<file path="config.mk">
export PLATFORM = sky130hd
export DESIGN_NAME = cory_wrr_arb
export DESIGN_NICKNAME = d
export VERILOG_FILES = /design/src/rtl/cory_wrr_arb_pkg.sv /design/src/rtl/cory_rr_pick.sv /design/src/rtl/cory_wrr_arb.sv
export SDC_FILE = /design/constraint.sdc
export NUM_CORES = 1
export LEC_CHECK = 0
export CORE_MARGIN = 2
export CORE_UTILIZATION = 30
export DETAILED_ROUTE_END_ITERATION = 6
export PLACE_DENSITY = 0.53
export SETUP_SLACK_MARGIN = 0.5
export SYNTH_ARGS = -nofsm -noshare
export SYNTH_HDL_FRONTEND = slang
export SYNTH_SLANG_ARGS = --single-unit
</file>
<file path="constraint.sdc">
create_clock -name clk -period 11.3 [get_ports clk]
set_clock_uncertainty 0.15 [all_clocks]
set_input_delay 1.13 -clock clk [delete_from_list [all_inputs] [get_ports clk]]
set_output_delay 1.13 -clock clk [all_outputs]
set_load 0.02 [all_outputs]
</file>
<file path="src/rtl/cory_wrr_arb_pkg.sv">
// Shared definitions for the weighted round-robin packet arbiter:
// lock FSM encoding and the source-index width helper.
package cory_wrr_arb_pkg;

    typedef enum logic {
        IDLE = 1'b0,
        LOCK = 1'b1
    } state_e;

    // Source index width: ceil(log2(r)), never narrower than one bit.
    function automatic int calc_s(input int r);
        return (r <= 2) ? 1 : $clog2(r);
    endfunction

endpackage

</file>
<file path="src/rtl/cory_rr_pick.sv">
// Rotating first-one finder: scans req_i starting at ptr_i, wrapping modulo R,
// and returns the first set position as a one-hot grant and as an index.
module cory_rr_pick #(
    parameter int R = 4,
    parameter int S = 2
) (
    input  logic [R-1:0] req_i,
    input  logic [S-1:0] ptr_i,
    output logic [R-1:0] gnt_o,
    output logic [S-1:0] idx_o,
    output logic         any_o
);

    logic [S-1:0] cand;

    always_comb begin
        gnt_o = '0;
        idx_o = '0;
        any_o = 1'b0;
        cand  = '0;
        for (int i = 0; i < R; i++) begin
            cand = S'((int'(ptr_i) + i) % R);
            if (!any_o && req_i[cand]) begin
                any_o       = 1'b1;
                idx_o       = cand;
                gnt_o[cand] = 1'b1;
            end
        end
    end

endmodule

</file>
<file path="src/rtl/cory_wrr_arb.sv">
// Weighted round-robin arbiter with packet lock and a registered output stage.
// Optional per-port completed-packet counters when CORY_WRR_ARB_STAT_EN is defined.
module cory_wrr_arb
    import cory_wrr_arb_pkg::*;
#(
    parameter int N = 8,
    parameter int R = 4,
    parameter int W = 4,
    localparam int S = calc_s(R)
) (
    input  logic             clk,
    input  logic             reset,
    input  logic [R-1:0]     i_ax_v,
    input  logic [R*N-1:0]   i_ax_d,
    input  logic [R-1:0]     i_ax_l,
    output logic [R-1:0]     o_ax_r,
    output logic             o_z_v,
    output logic [N-1:0]     o_z_d,
    output logic [S-1:0]     o_z_s,
    output logic             o_z_l,
    input  logic             i_z_r,
`ifdef CORY_WRR_ARB_STAT_EN
    input  logic             i_stat_clr,
    output logic [R*16-1:0]  o_pkt_cnt,
`endif
    input  logic [R*W-1:0]   i_wgt
);

    state_e              state_q, state_d;
    logic [S-1:0]        ptr_q, ptr_d;
    logic [S-1:0]        lock_q, lock_d;
    logic [R-1:0][W-1:0] cred_q, cred_d, cred_eff;

    logic                z_v_q;
    logic [N-1:0]        z_d_q;
    logic [S-1:0]        z_s_q;
    logic                z_l_q;

    logic [R-1:0]        has_cred, elig, win_oh, lock_oh;
    logic [S-1:0]        win_idx, sel_idx;
    logic                win_any, reload, load;
    logic                accept, acc_l, done;
    logic [N-1:0]        acc_d;
    logic [W-1:0]        rem;

    // Credits are refilled in the same cycle nobody valid has any left, so
    // the grant below already sees the reloaded values.
    always_comb begin
        has_cred = '0;
        elig     = '0;
        cred_eff = cred_q;
        for (int k = 0; k < R; k++) begin
            has_cred[k] = i_ax_v[k] && (cred_q[k] != '0);
        end
        reload = (state_q == IDLE) && (|i_ax_v) && !(|has_cred);
        for (int k = 0; k < R; k++) begin
            if (reload) begin
                cred_eff[k] = (i_wgt[k*W +: W] == '0) ? W'(1) : i_wgt[k*W +: W];
            end
            elig[k] = i_ax_v[k] && (cred_eff[k] != '0);
        end
    end

    cory_rr_pick #(
        .R (R),
        .S (S)
    ) u_pick (
        .req_i (elig),
        .ptr_i (ptr_q),
        .gnt_o (win_oh),
        .idx_o (win_idx),
        .any_o (win_any)
    );

    assign load    = !z_v_q || i_z_r;
    assign lock_oh = R'(1) << lock_q;
    assign sel_idx = (state_q == LOCK) ? lock_q : win_idx;
    assign accept  = |(i_ax_v & o_ax_r);
    assign acc_l   = i_ax_l[sel_idx];
    assign acc_d   = i_ax_d[sel_idx*N +: N];
    assign done    = accept && acc_l;

    always_ff @(posedge clk) begin
        if (reset) begin
            state_q <= IDLE;
            lock_q  <= '0;
        end else begin
            state_q <= state_d;
            lock_q  <= lock_d;
        end
    end

    always_comb begin
        state_d = state_q;
        lock_d  = lock_q;
        case (state_q)
            IDLE: begin
                if (accept && !acc_l) begin
                    state_d = LOCK;
                    lock_d  = win_idx;
                end
            end
            LOCK: begin
                if (accept && acc_l) begin
                    state_d = IDLE;
                end
            end
            default: state_d = IDLE;
        endcase
    end

    always_comb begin
        o_ax_r = '0;
        if (load) begin
            if (state_q == LOCK) begin
                o_ax_r = lock_oh;
            end else if (win_any) begin
                o_ax_r = win_oh;
            end
        end
    end

    // A port keeps priority while it still holds credit after its packet.
    always_comb begin
        cred_d = cred_eff;
        ptr_d  = ptr_q;
        if ((state_q == IDLE) && accept && (cred_eff[win_idx] != '0)) begin
            cred_d[win_idx] = cred_eff[win_idx] - W'(1);
        end
        rem = (state_q == IDLE) ? cred_d[win_idx] : cred_q[lock_q];
        if (done) begin
            if (rem != '0) begin
                ptr_d = sel_idx;
            end else begin
                ptr_d = (sel_idx == S'(R-1)) ? '0 : sel_idx + S'(1);
            end
        end
    end

    always_ff @(posedge clk) begin
        if (reset) begin
            ptr_q  <= '0;
            cred_q <= '0;
        end else begin
            ptr_q  <= ptr_d;
            cred_q <= cred_d;
        end
    end

    always_ff @(posedge clk) begin
        if (reset) begin
            z_v_q <= 1'b0;
            z_d_q <= '0;
            z_s_q <= '0;
            z_l_q <= 1'b0;
        end else if (load) begin
            z_v_q <= accept;
            if (accept) begin
                z_d_q <= acc_d;
                z_s_q <= sel_idx;
                z_l_q <= acc_l;
            end
        end
    end

    assign o_z_v = z_v_q;
    assign o_z_d = z_d_q;
    assign o_z_s = z_s_q;
    assign o_z_l = z_l_q;

`ifdef CORY_WRR_ARB_STAT_EN
    logic [R-1:0][15:0] cnt_q;

    always_ff @(posedge clk) begin
        if (reset || i_stat_clr) begin
            cnt_q <= '0;
        end else if (done) begin
            cnt_q[sel_idx] <= cnt_q[sel_idx] + 16'd1;
        end
    end

    assign o_pkt_cnt = cnt_q;
`endif

endmodule

</file>
==> impl_metrics.yaml <==
global_route:
  antenna_found_initial: 0
  grt_first_pass_wirelength_mm: 18.0
  grt_max_degree: 34
  overflow: 0
  track_usage_pct: 18.6
  grt_pass1_vias: 3612
cells_and_area:
  drive_gt1_share_pct: 8.37
  antenna_cells: 0
  fillers: 1144
  most-common-layout-cells: "74 x clkdlybuf4s50_1, 62 x nand2_1, 51 x nor2_1, 33 x dfxtp_1, 29 x mux2i_1"
  nNetsFinal: 570
  final_cells: 642
  layout_commonest_cell: "clkdlybuf4s50_1"
  design_area_mm2: 0.00438
  area_growth_syn_to_layout_pct: 29.4
power_and_ir_drop:
  total_power_mw: 1.70
  p_leak_nw: 1.59
  irDropWorstVdd_mv: 0.176
  p_per_area_mw_per_mm2: 389
logic_synthesis:
  synth_ff_type: "dfxtp_1"
  ys_seq_area_share_pct: 19.5
  synth-edff-count: 0
  netlist_instances: 445
  yosysTopAreaCell: "dfxtp_1"
  synth_seq_cells: 33
  synth_top_area_share_pct: 19.5
  syn_area_per_cell_um2: 7.60
  yosysWarnings: 0
  syn_area_mm2: 0.00338
  synth_cell_types: 79
  syn_nets: 514
  ys_async_sr_fraction_pct: 0
  synth.area.top_cells: "dfxtp_1 20%, mux2i_1 8.6%, nand2_1 6.9%"
clocking:
  cts_resized: 0
  cts_buffers: 5
  cts.path.max_buffers: 2
  cts_setup_buffers: 0
  holdBufCountCts: 0
  root_buffer: "clkbuf_16"
  htreeDepth: 2
  clock_sinks: 33
  cts_tree: "done"
  clk_pin_slew_ps: 50
  clk_latency_ps: 280
timing:
  setup_viol: 0
  finalCritPeriodShare_pct: 60.8
  fin_crit_ps: 6870
  relSlewSlack_pct: 34.0
  fin_setup_tns_ps: 0
  rsz0062_at_grt: "false"
  fmax_mhz: 146
  layout_setup_ws_ps: 4430
  worst_slew_pin_slew_ps: 990
  hold_viol_final: 0
  report.final.slew_viol_count: 0
critical_path:
  cp-start-kind: "input pin"
  cp_max_fo: 20
  critPathKind: "in2reg"
  crit_top_cell: "or4_1"
  critPathBufInv: 2
  worstPathRequired_ps: 11330
  crit_path_end_kind: "flip-flop"
  cpPeakStageDelay_ps: 830
  cp_cell_sequence: "clkdlybuf4s50_1 -> o41ai_4 -> and2_1 -> a21boi_1 -> o221ai_2 -> or4_1 -> a31oi_1 -> o21ai_1 -> buf_4 -> nor3_1 -> a21oi_1 -> ha_1 -> o211ai_1 -> a2111oi_2 -> a41oi_1 -> or4_1 -> o2bb2ai_1 -> or4_1 -> a311oi_1"
  critPathSlowestCell: "clkdlybuf4s50_1"
  worstPathArrival_ps: 6900
  crit_family: "compound AO/OA/AOI/OAI gates"
place:
  dp.cells: 634
  dp_hpwl_mm: 8.50
  port_buffers: 74
  place.gp.congestion: 0.955
  place_ws_ps: 4190
  place_area_mm2: 0.00421
flow_run:
  maxCapViolations: 0
die:
  io_pins: 75
  die_h_um: 110
  start_util_pct: 30.9
  die_w_um: 110
  core_area_mm2: 0.0109
  rows: 38
  die_area_mm2: 0.0121
worst_hold_path:
  hold_class: "reg2reg"
detailed_routing:
  dr_total_vias: 3724
  dr.pass1.iters: 5
  drc: 0
  wl_per_cell_um: 17.4
  ant_nets: 0
  detail_route.wirelength_mm: 11.2
  vias_per_cell: 5.80
  drtIter0Drc: 224
outcome:
  status: "finished, final reports clean"
[cells by family (layout without fill, tap and decap cells)]
logic type / count (synthesis) / count (layout) / share of synthesized area [%]
xor+xnor: 1 / 1 / 0.259
buf+inv: 41 / 98 / 5.10
flops: 33 / 33 / 19.5
simple gates: 181 / 181 / 26.3
fa+ha+maj: 10 / 10 / 3.70
compound gates: 141 / 141 / 33.2
mux: 38 / 38 / 11.9
[per-layer routing]
metal / part of all wire, % / track usage, % / vias up
met2: 45 / 30.8 / 171
li1: - / - / 1811
met4: 1.9 / 4.82 / 0
met3: 9.5 / 3.82 / 20
met5: 0 / 0 / -
met1: 44 / 24.8 / 1722
[cell type report]
cell class / count / area [um2] / share of cell area [%]
Tap cell: 140 / 175 / 4.00
Sequential cell: 33 / 661 / 15.1
Clock inverter: 3 / 46.3 / 1.06
Timing Repair Buffer: 79 / 778 / 17.8
Multi-Input combinational cell: 371 / 2550 / 58.3
Clock buffer: 5 / 125 / 2.86
Inverter: 11 / 41.3 / 0.943
[registers in the layout, summed over array words and instances, names as in the netlist, named ones only]
| register | count |
|---|---|
| cred_q | 16 |
| o_z_d | 8 |
| lock_q | 2 |
| o_z_s | 2 |
| ptr_q | 2 |
| o_z_l | 1 |
| o_z_v | 1 |
[synthesized netlist by cell type (3+ instances only)]
library cell  count
a211oi_1         20
o2111ai_1         4
buf_2             3
a31oi_1           6
nand3_1           8
ha_1             10
o221ai_1          3
o211ai_1          6
clkbuf_1         21
a21oi_1          23
mux2_2            6
buf_1             3
and2_1           15
a211oi_2          3
a311o_1           8
o21ai_0          15
a221o_1           3
o41ai_1           3
nor4b_1           3
dfxtp_1          33
nand2b_1          5
mux2i_1          29
inv_1             9
nand2_1          62
nor4_1            3
nor3_1           11
nor2_1           51
or4_1             6
o22ai_1           5
nand3b_1          3
[worst min-delay path: cells and delay by family, from the launching register on]
family / cells / cell delay [ps]
DFF: 1 / 310
and+or+nand+nor: 1 / 50
AOI/OAI and AO/OA: 1 / 50
[metrics by stage]
stage	utilization, %	hold WS (ps)
floorplan	-	380
global route	40.0	322
global placement	38.5	289
CTS	40.0	310
detailed placement	38.5	298
finish	40.0	304
[worst paths after layout]
path / startpoint / to / slack, ps / cells past startpoint
worst max-delay path: i_ax_v[3] / ptr_q[0] / 4430 / 19
worst min-delay path: o_z_d[2] / o_z_d[2] / 300 / 2
worst max register to register: ptr_q[1] / ptr_q[0] / 5050 / 16
worst min register to register: o_z_d[2] / o_z_d[2] / 300 / 2
[where the power goes]
group	internal [mW]	switching [mW]
Clock	0.104	0.0528
Sequential	0.156	0.0463
Combinational	0.525	0.818
Total	0.785	0.918
(Power assumes the default switching activity.)
